$ cat src/rtl/vgc_pkg.sv
// Shared constants and helpers for the VGC timing block: register offsets,
// VGCINT field layout and counter-encoding helpers.
package vgc_pkg;

  // Soft-switch offsets (low byte of $C0xx)
  localparam logic [7:0] VGC_RDVBL  = 8'h19;
  localparam logic [7:0] VGC_INT    = 8'h23;
  localparam logic [7:0] VGC_VCNT   = 8'h2E;
  localparam logic [7:0] VGC_HCNT   = 8'h2F;
  localparam logic [7:0] VGC_CLRINT = 8'h32;

  // VGCINT bit positions
  localparam int INT_EN_LINE   = 1;
  localparam int INT_EN_SEC    = 2;
  localparam int INT_PEND_LINE = 5;
  localparam int INT_PEND_SEC  = 6;
  localparam int INT_ANY       = 7;

  // Offset applied to the line count so that $C02E wraps like the real VGC
  localparam logic [8:0] VC_OFFSET = 9'h0FA;

  // VGCINT read image
  typedef struct packed {
    logic       any;
    logic       pend_sec;
    logic       pend_line;
    logic [1:0] rsvd_hi;
    logic       en_sec;
    logic       en_line;
    logic       rsvd_lo;
  } vgcint_t;

  // Single bit of a data byte, selected by position
  function automatic logic bit_at(input logic [7:0] d, input int pos);
    return (d & (8'd1 << pos)) != 8'd0;
  endfunction

  // Horizontal count as seen in $C02F: 0, then $40..$7F
  function automatic logic [6:0] hcnt_enc(input logic [9:0] h);
    return (h == 10'd0) ? 7'd0 : 7'(10'h040 + h - 10'd1);
  endfunction

endpackage

$ cat src/rtl/vgc_timing_if.sv
// Register strobe port between the I/O decoder (master) and the VGC (slave).
interface vgc_timing_if;
  logic [7:0] addr;
  logic       rw;
  logic       strobe;
  logic [7:0] din;
  logic [7:0] dout;

  modport master (output addr, rw, strobe, din, input dout);
  modport slave  (input addr, rw, strobe, din, output dout);
endinterface

$ cat src/rtl/vgc_raster_cnt.sv
// Raster counters: H/V position, registered VBlank and the frame counter
// that produces the one-second tick.
module vgc_raster_cnt #(
  parameter int H_TOTAL    = 65,
  parameter int V_TOTAL    = 262,
  parameter int V_VBL      = 192,
  parameter int FRAMES_SEC = 60
) (
  input  logic       clk,
  input  logic       reset_n,
  input  logic       cen,
  output logic [9:0] h,
  output logic [8:0] v,
  output logic [8:0] v_nxt,
  output logic       vblank,
  output logic       line_start,
  output logic       frame_end,
  output logic       sec_tick
);

  logic [9:0] h_nxt;
  logic [5:0] fcnt;
  logic       h_last, v_last, fcnt_last;

  assign h_last     = (h == 10'(H_TOTAL - 1));
  assign v_last     = (v == 9'(V_TOTAL - 1));
  assign fcnt_last  = (fcnt == 6'(FRAMES_SEC - 1));
  assign line_start = cen & h_last;
  assign frame_end  = line_start & v_last;
  assign sec_tick   = frame_end & fcnt_last;

  // Next raster position; v_nxt is exported so SCB lookups see the new line
  always_comb begin
    h_nxt = h;
    v_nxt = v;
    if (cen) begin
      if (h_last) begin
        h_nxt = 10'd0;
        v_nxt = v_last ? 9'd0 : v + 9'd1;
      end else begin
        h_nxt = h + 10'd1;
      end
    end
  end

  // Position and VBlank register, all updated on the same cen edge
  always_ff @(posedge clk or negedge reset_n) begin
    if (!reset_n) begin
      h      <= '0;
      v      <= '0;
      vblank <= 1'b0;
    end else if (cen) begin
      h      <= h_nxt;
      v      <= v_nxt;
      vblank <= (v_nxt >= 9'(V_VBL));
    end
  end

  // Frame counter, wraps once per second of frames
  always_ff @(posedge clk or negedge reset_n) begin
    if (!reset_n)       fcnt <= '0;
    else if (frame_end) fcnt <= fcnt_last ? 6'd0 : fcnt + 6'd1;
  end

endmodule

$ cat src/rtl/vgc_timing.sv
// VGC timing top: raster counters, VGCINT enable/pending state, registered
// register-read port and the CPU IRQ line.
module vgc_timing
  import vgc_pkg::*;
#(
  parameter int H_TOTAL    = 65,
  parameter int V_TOTAL    = 262,
  parameter int V_VBL      = 192,
  parameter int V_SHR      = 200,
  parameter int FRAMES_SEC = 60
) (
  input  logic         clk,
  input  logic         reset_n,
  input  logic         cen,
  vgc_timing_if.slave  bus,
  input  logic         scb_irq,
  output logic [7:0]   scb_line,
  output logic [9:0]   H,
  output logic [8:0]   V,
  output logic         VBlank,
  output logic         irq_n
);

  logic [8:0] v_nxt, vc;
  logic [6:0] hc;
  logic       line_start, frame_end, sec_tick;
  logic       en_sec, en_line, pend_sec, pend_line, any_irq;
  logic       wr, rd, wr_int, wr_clr, clr_sec, clr_line, set_line, set_sec;
  logic       rd_hit;
  logic [7:0] rd_data, dout_q;
  vgcint_t    int_rd;

  vgc_raster_cnt #(
    .H_TOTAL    (H_TOTAL),
    .V_TOTAL    (V_TOTAL),
    .V_VBL      (V_VBL),
    .FRAMES_SEC (FRAMES_SEC)
  ) u_raster (
    .clk        (clk),
    .reset_n    (reset_n),
    .cen        (cen),
    .h          (H),
    .v          (V),
    .v_nxt      (v_nxt),
    .vblank     (VBlank),
    .line_start (line_start),
    .frame_end  (frame_end),
    .sec_tick   (sec_tick)
  );

  // The SCB is looked up for the line being entered, not the current one
  assign scb_line = v_nxt[7:0];

  assign wr       = bus.strobe & ~bus.rw;
  assign rd       = bus.strobe &  bus.rw;
  assign wr_int   = wr & (bus.addr == VGC_INT);
  assign wr_clr   = wr & (bus.addr == VGC_CLRINT);
  assign clr_sec  = wr_clr & ~bit_at(bus.din, INT_PEND_SEC);
  assign clr_line = wr_clr & ~bit_at(bus.din, INT_PEND_LINE);
  assign set_line = line_start & (v_nxt < 9'(V_SHR)) & scb_irq;
  assign set_sec  = frame_end & sec_tick;
  assign any_irq  = (pend_sec & en_sec) | (pend_line & en_line);

  // Enable bits follow $23 writes
  always_ff @(posedge clk or negedge reset_n) begin
    if (!reset_n) begin
      en_sec  <= 1'b0;
      en_line <= 1'b0;
    end else if (wr_int) begin
      en_sec  <= bit_at(bus.din, INT_EN_SEC);
      en_line <= bit_at(bus.din, INT_EN_LINE);
    end
  end

  // Pending bits: a set in the same cycle as a $32 clear wins
  always_ff @(posedge clk or negedge reset_n) begin
    if (!reset_n) begin
      pend_sec  <= 1'b0;
      pend_line <= 1'b0;
    end else begin
      pend_sec  <= set_sec  | (pend_sec  & ~clr_sec);
      pend_line <= set_line | (pend_line & ~clr_line);
    end
  end

  // IRQ line lags the pending/enable state by one register
  always_ff @(posedge clk or negedge reset_n) begin
    if (!reset_n) irq_n <= 1'b1;
    else          irq_n <= ~any_irq;
  end

  assign vc = V + VC_OFFSET;
  assign hc = hcnt_enc(H);

  always_comb begin
    int_rd           = '0;
    int_rd.any       = any_irq;
    int_rd.pend_sec  = pend_sec;
    int_rd.pend_line = pend_line;
    int_rd.en_sec    = en_sec;
    int_rd.en_line   = en_line;
  end

  // Read mux over the pre-edge state; unknown offsets leave dout alone
  always_comb begin
    rd_hit  = 1'b1;
    rd_data = 8'h00;
    case (bus.addr)
      VGC_RDVBL: rd_data = {~VBlank, 7'b0};
      VGC_INT:   rd_data = int_rd;
      VGC_VCNT:  rd_data = vc[8:1];
      VGC_HCNT:  rd_data = {vc[0], hc};
      default:   rd_hit  = 1'b0;
    endcase
  end

  // Registered read data
  always_ff @(posedge clk or negedge reset_n) begin
    if (!reset_n)          dout_q <= 8'h00;
    else if (rd && rd_hit) dout_q <= rd_data;
  end

  assign bus.dout = dout_q;

endmodule

$ cat src/flat_wrapper.sv
// flat-port wrapper written by rule: the top's interface ports become plain ports
module vgc_timing_flat import vgc_pkg::*;
#(
  parameter int H_TOTAL    = 65,
  parameter int V_TOTAL    = 262,
  parameter int V_VBL      = 192,
  parameter int V_SHR      = 200,
  parameter int FRAMES_SEC = 60
)
  (clk, reset_n, cen, scb_irq, scb_line, H, V, VBlank, irq_n, bus_addr, bus_rw, bus_strobe, bus_din, bus_dout);
  vgc_timing_if bus_i ();
  input  logic clk;
  input  logic reset_n;
  input  logic cen;
  input  logic scb_irq;
  output logic [7:0] scb_line;
  output logic [9:0] H;
  output logic [8:0] V;
  output logic VBlank;
  output logic irq_n;
  input wire logic [$bits(bus_i.addr)-1:0] bus_addr;
  input wire logic [$bits(bus_i.rw)-1:0] bus_rw;
  input wire logic [$bits(bus_i.strobe)-1:0] bus_strobe;
  input wire logic [$bits(bus_i.din)-1:0] bus_din;
  output wire logic [$bits(bus_i.dout)-1:0] bus_dout;
  assign bus_i.addr = bus_addr;
  assign bus_i.rw = bus_rw;
  assign bus_i.strobe = bus_strobe;
  assign bus_i.din = bus_din;
  assign bus_dout = bus_i.dout;
  vgc_timing #(.H_TOTAL(H_TOTAL), .V_TOTAL(V_TOTAL), .V_VBL(V_VBL), .V_SHR(V_SHR), .FRAMES_SEC(FRAMES_SEC)) u_core (.clk(clk), .reset_n(reset_n), .cen(cen), .bus(bus_i), .scb_irq(scb_irq), .scb_line(scb_line), .H(H), .V(V), .VBlank(VBlank), .irq_n(irq_n));
endmodule
$ cat config.mk
export PLATFORM = sky130hd
export DESIGN_NAME = vgc_timing_flat
export DESIGN_NICKNAME = d
export VERILOG_FILES = /design/src/rtl/vgc_pkg.sv /design/src/rtl/vgc_timing_if.sv /design/src/rtl/vgc_raster_cnt.sv /design/src/rtl/vgc_timing.sv /design/src/flat_wrapper.sv
export SDC_FILE = /design/constraint.sdc
export NUM_CORES = 1
export LEC_CHECK = 0
export ABC_AREA = 0
export BUFFER_PORTS_ARGS = -buffer_cell sky130_fd_sc_hd__buf_2
export CAP_MARGIN = 20
export CORE_AREA = 2 2 68 102
export CTS_CLUSTER_SIZE = 30
export DETAILED_ROUTE_END_ITERATION = 8
export DIE_AREA = 0 0 70 104
export PLACE_DENSITY_LB_ADDON = 0.08
export RECOVER_POWER = 50
export SYNTH_ARGS = -nofsm -noshare
export SYNTH_HDL_FRONTEND = slang
export SYNTH_SLANG_ARGS = --single-unit
export TNS_END_PERCENT = 50
$ cat constraint.sdc
create_clock -name clk -period 3.3 [get_ports clk]
set_input_delay 0.165 -clock clk [delete_from_list [all_inputs] [get_ports clk]]
set_output_delay 0.165 -clock clk [all_outputs]
set_load 0.1 [all_outputs]
==> impl_metrics.toml <==
[power_and_ir_drop]
p_sw_frac = 0.450
powerDensity_mw_per_mm2 = 621
worst_ir_drop_vdd_mv = 0.298
pwr-share-seq = 0.349
p_comb_frac = 0.377
switching_power_w = 0.000792
pwr-share-clk = 0.274
internal-power_w = 0.000970
total_leakage_power_nw = 1.26

[logic_synthesis]
yosys_warnings = 0
syn_area_mm2 = 0.00249
synth.avg_cell_area_um2 = 9.57
async_flop_share = 1.00
ys_ff_latch = 39
synth_edf_count = 0
syn_inst = 260
synth_fp_nets = 288
ys_types = 57
synthFlopType = "dfrtp_1"
ys_seq_area_frac = 0.393

[worst_setup_path]
endpoint_kind = "output port"
reg2reg_from = "u_core.u_raster.h[0]$_DFFE_PN0P_"
critPathLaunchType = "register"
critPathMaxFanout = 8
arrival_ps = 2970
crit_required_ps = 3130
path_class = "register to output port"
crit_start = "u_core.u_raster.h[0]$_DFFE_PN0P_"

[timing]
slew-limit-headroom = -0.390
setup_viol = 0
setup_slack_ps = 162
fin_crit_ps = 3140
rsz0062_at_grt = "false"
drv_slew = 40
hold_viol = 0
fmax_ghz = 0.319
finalSetupTns_ps = 0
worstMarginPinSlew_ps = 2080
skew_ps = 9.84
fin_crit_sh = 0.951

[drt]
ant_nets = 0
wl_per_cell_um = 15.9
wl_um = 6040
drc = 0
drtIter0Drc = 100
vias_per_cell = 5.51
drt_pre_antenna_iters = 4
vias = 2089

[finish]
synthToLayoutAreaGrowth_pct = 14.0
finalNetCount = 330
n_antenna_cell = 0
drive_above_1_share = 0.211
multi_input_area_mm2 = 0.00132
fin_area_mm2 = 0.00284
regArea_um2 = 977
fillers = 654

[global_routing]
overflow = 0
grt_pass1_wl_um = 9940
grt.total_usage = 0.169
first_global_vias = 2047
antenna_found_initial = 0
grt_max_degree = 40

[place]
place.gp.congestion = 0.759
place_area_mm2 = 0.00272
pre_cts_ws_ps = 507
io_buffers = 54
hpwl_um = 4500

[clock_network]
cts_tree = "yes"
clockRootBuffer = "clkbuf_8"
cts_setup_buffers = 0
h-tree-depth = 2
cts_sinks = 39
ctsResizeCount = 0
cts_hold_buf = 0
numCtsBuffers = 5
clk_pin_slew_ps = 80
cts_buffer_depth = 2
clk-insertion-delay-late_ps = 290

[die]
ios = 59
start_util = 0.389
dieArea_mm2 = 0.00728
die_y_um = 104
num_rows = 36
core_area_mm2 = 0.00640
dieWidth_um = 70

[hold_path]
holdCritStartpoint = "bus_din[2]"
worstHoldPathType = "input port to register"

[outcome]
status = "finished with violations"
violations = "capacitance limit, slew limit"

[flow_run]
cap_violations = 1
==> synth_stat cells (5+ instances only) <==
library cell  number  area [µm²]
a21oi_1            5        25.0
nor2_1            12        45.0
o21ai_1           11        55.1
o21ai_0            5        25.0
ha_1               6        75.1
dfrtp_1           38         951
nor3_1             9        45.0
xor2_1             6        52.6
nand3_1            8        40.0
inv_1             15        56.3
xnor2_1           15         131
nand2_1           25        93.8
nand2b_1           5        31.3
o31ai_1            5        37.5
buf_4              9        67.6
buf_2              5        25.0
nand4_1            8        50.1
a31oi_1            5        31.3
==> cell usage in the layout (no fill, tap or decap), types with 2 or more instances in the layout <==
| master | instances |
|---|---|
| or4_4 | 2 |
| o21ai_0 | 5 |
| o21a_1 | 4 |
| and4_1 | 5 |
| clkbuf_8 | 5 |
| inv_1 | 15 |
| nand2_1 | 25 |
| nor4_1 | 3 |
| a21o_1 | 2 |
| o31ai_1 | 5 |
| buf_2 | 40 |
| a2bb2oi_1 | 2 |
| or4_1 | 2 |
| or3_4 | 2 |
| nor2_1 | 12 |
| a31oi_1 | 5 |
| ha_1 | 6 |
| o22ai_1 | 2 |
| xor2_1 | 6 |
| a21oi_1 | 5 |
| nor4_2 | 3 |
| nand3_1 | 8 |
| bufinv_16 | 2 |
| nand4_1 | 8 |
| nand2b_1 | 5 |
| clkbuf_1 | 14 |
| mux2_1 | 3 |
| or3_1 | 4 |
| xnor2_1 | 15 |
| and3_1 | 3 |
| o221ai_1 | 4 |
| o21ai_1 | 11 |
| nor3_1 | 9 |
| dfrtp_1 | 38 |
==> registers in the layout, indices dropped and copies added, names as in the netlist <==
signal and count:
u_core.en_sec 1, u_core.pend_sec 1, u_core.u_raster.fcnt 6, u_core.en_line 1
u_core.u_raster.v 9, u_core.bus.dout 8, u_core.irq_n 1, u_core.pend_line 1
u_core.u_raster.h 10, u_core.u_raster.vblank 1
==> worst max-delay path, stage by stage (launching register included) <==
cell,delay [ps]
dfrtp_1,470
inv_1,110
ha_1,240
or4b_4,540
or3_4,430
or3_1,370
o21ai_1,80
buf_2,440
==> per-stage QoR <==
stage | utilization | power [W] | std cells | hold WS (ps)
floorplan | - | 0.00119 | 260 | -131
global placement | 0.425 | 0.00129 | 371 | 344
detailed placement | 0.425 | 0.00130 | 371 | 343
CTS | 0.446 | 0.00179 | 379 | 19.0
global route | 0.443 | 0.00185 | 379 | 74.5
finish | 0.443 | 0.00176 | 379 | 78.4
==> logic make-up (layout without fill, tap and decap cells) <==
kind of cell | count (synthesis) | in the layout | synth area share
adders and majority gates | 6 | 6 | 0.0302
AOI/OAI and AO/OA | 55 | 55 | 0.161
buffers and inverters | 34 | 77 | 0.0765
muxes | 4 | 4 | 0.0181
and+or+nand+nor | 101 | 101 | 0.247
DFF | 39 | 39 | 0.393
xor gates and xnor gates | 21 | 21 | 0.0739
==> power groups by stage <==
stage	sequential [W]	combinational, W	clock (W)
after floorplan	0.000916	0.000270	0
after global placement	0.000625	0.000668	0
after detailed placement	0.000625	0.000671	0
after CTS	0.000616	0.000674	0.000496
after global routing	0.000629	0.000701	0.000519
final	0.000615	0.000665	0.000482
==> final cells by class <==
cell class / count / share of cell area
Clock buffer: 5 / 0.0243
Tap cell: 76 / 0.0335
Sequential cell: 39 / 0.345
Multi-Input combinational cell: 187 / 0.465
Clock inverter: 3 / 0.0238
Timing Repair Buffer: 54 / 0.0891
Inverter: 15 / 0.0199
==> final timing paths <==
check	to	slack, ps	cells past startpoint
worst max-delay path	scb_line[1]	160	7
worst min-delay path	u_core.en_sec$_DFFE_PN0P_	80	2
worst max register to register	u_core.bus.dout[2]$_DFFE_PN0P_	700	7
worst min register to register	u_core.bus.dout[1]$_DFFE_PN0P_	490	1
max in group asynchronous	u_core.bus.dout[6]$_DFFE_PN0P_	1650	1
min in group asynchronous	u_core.u_raster.h[7]$_DFFE_PN0P_	470	1
==> layer usage <==
metal	vias to the layer above	track usage	wire [µm]
met5	-	0	0
met1	1008	0.204	2610
met2	52	0.298	3160
li1	1025	-	-
met4	0	0.0481	59
met3	4	0.0359	214
Note: power is estimated with default switching activity, not from simulation.
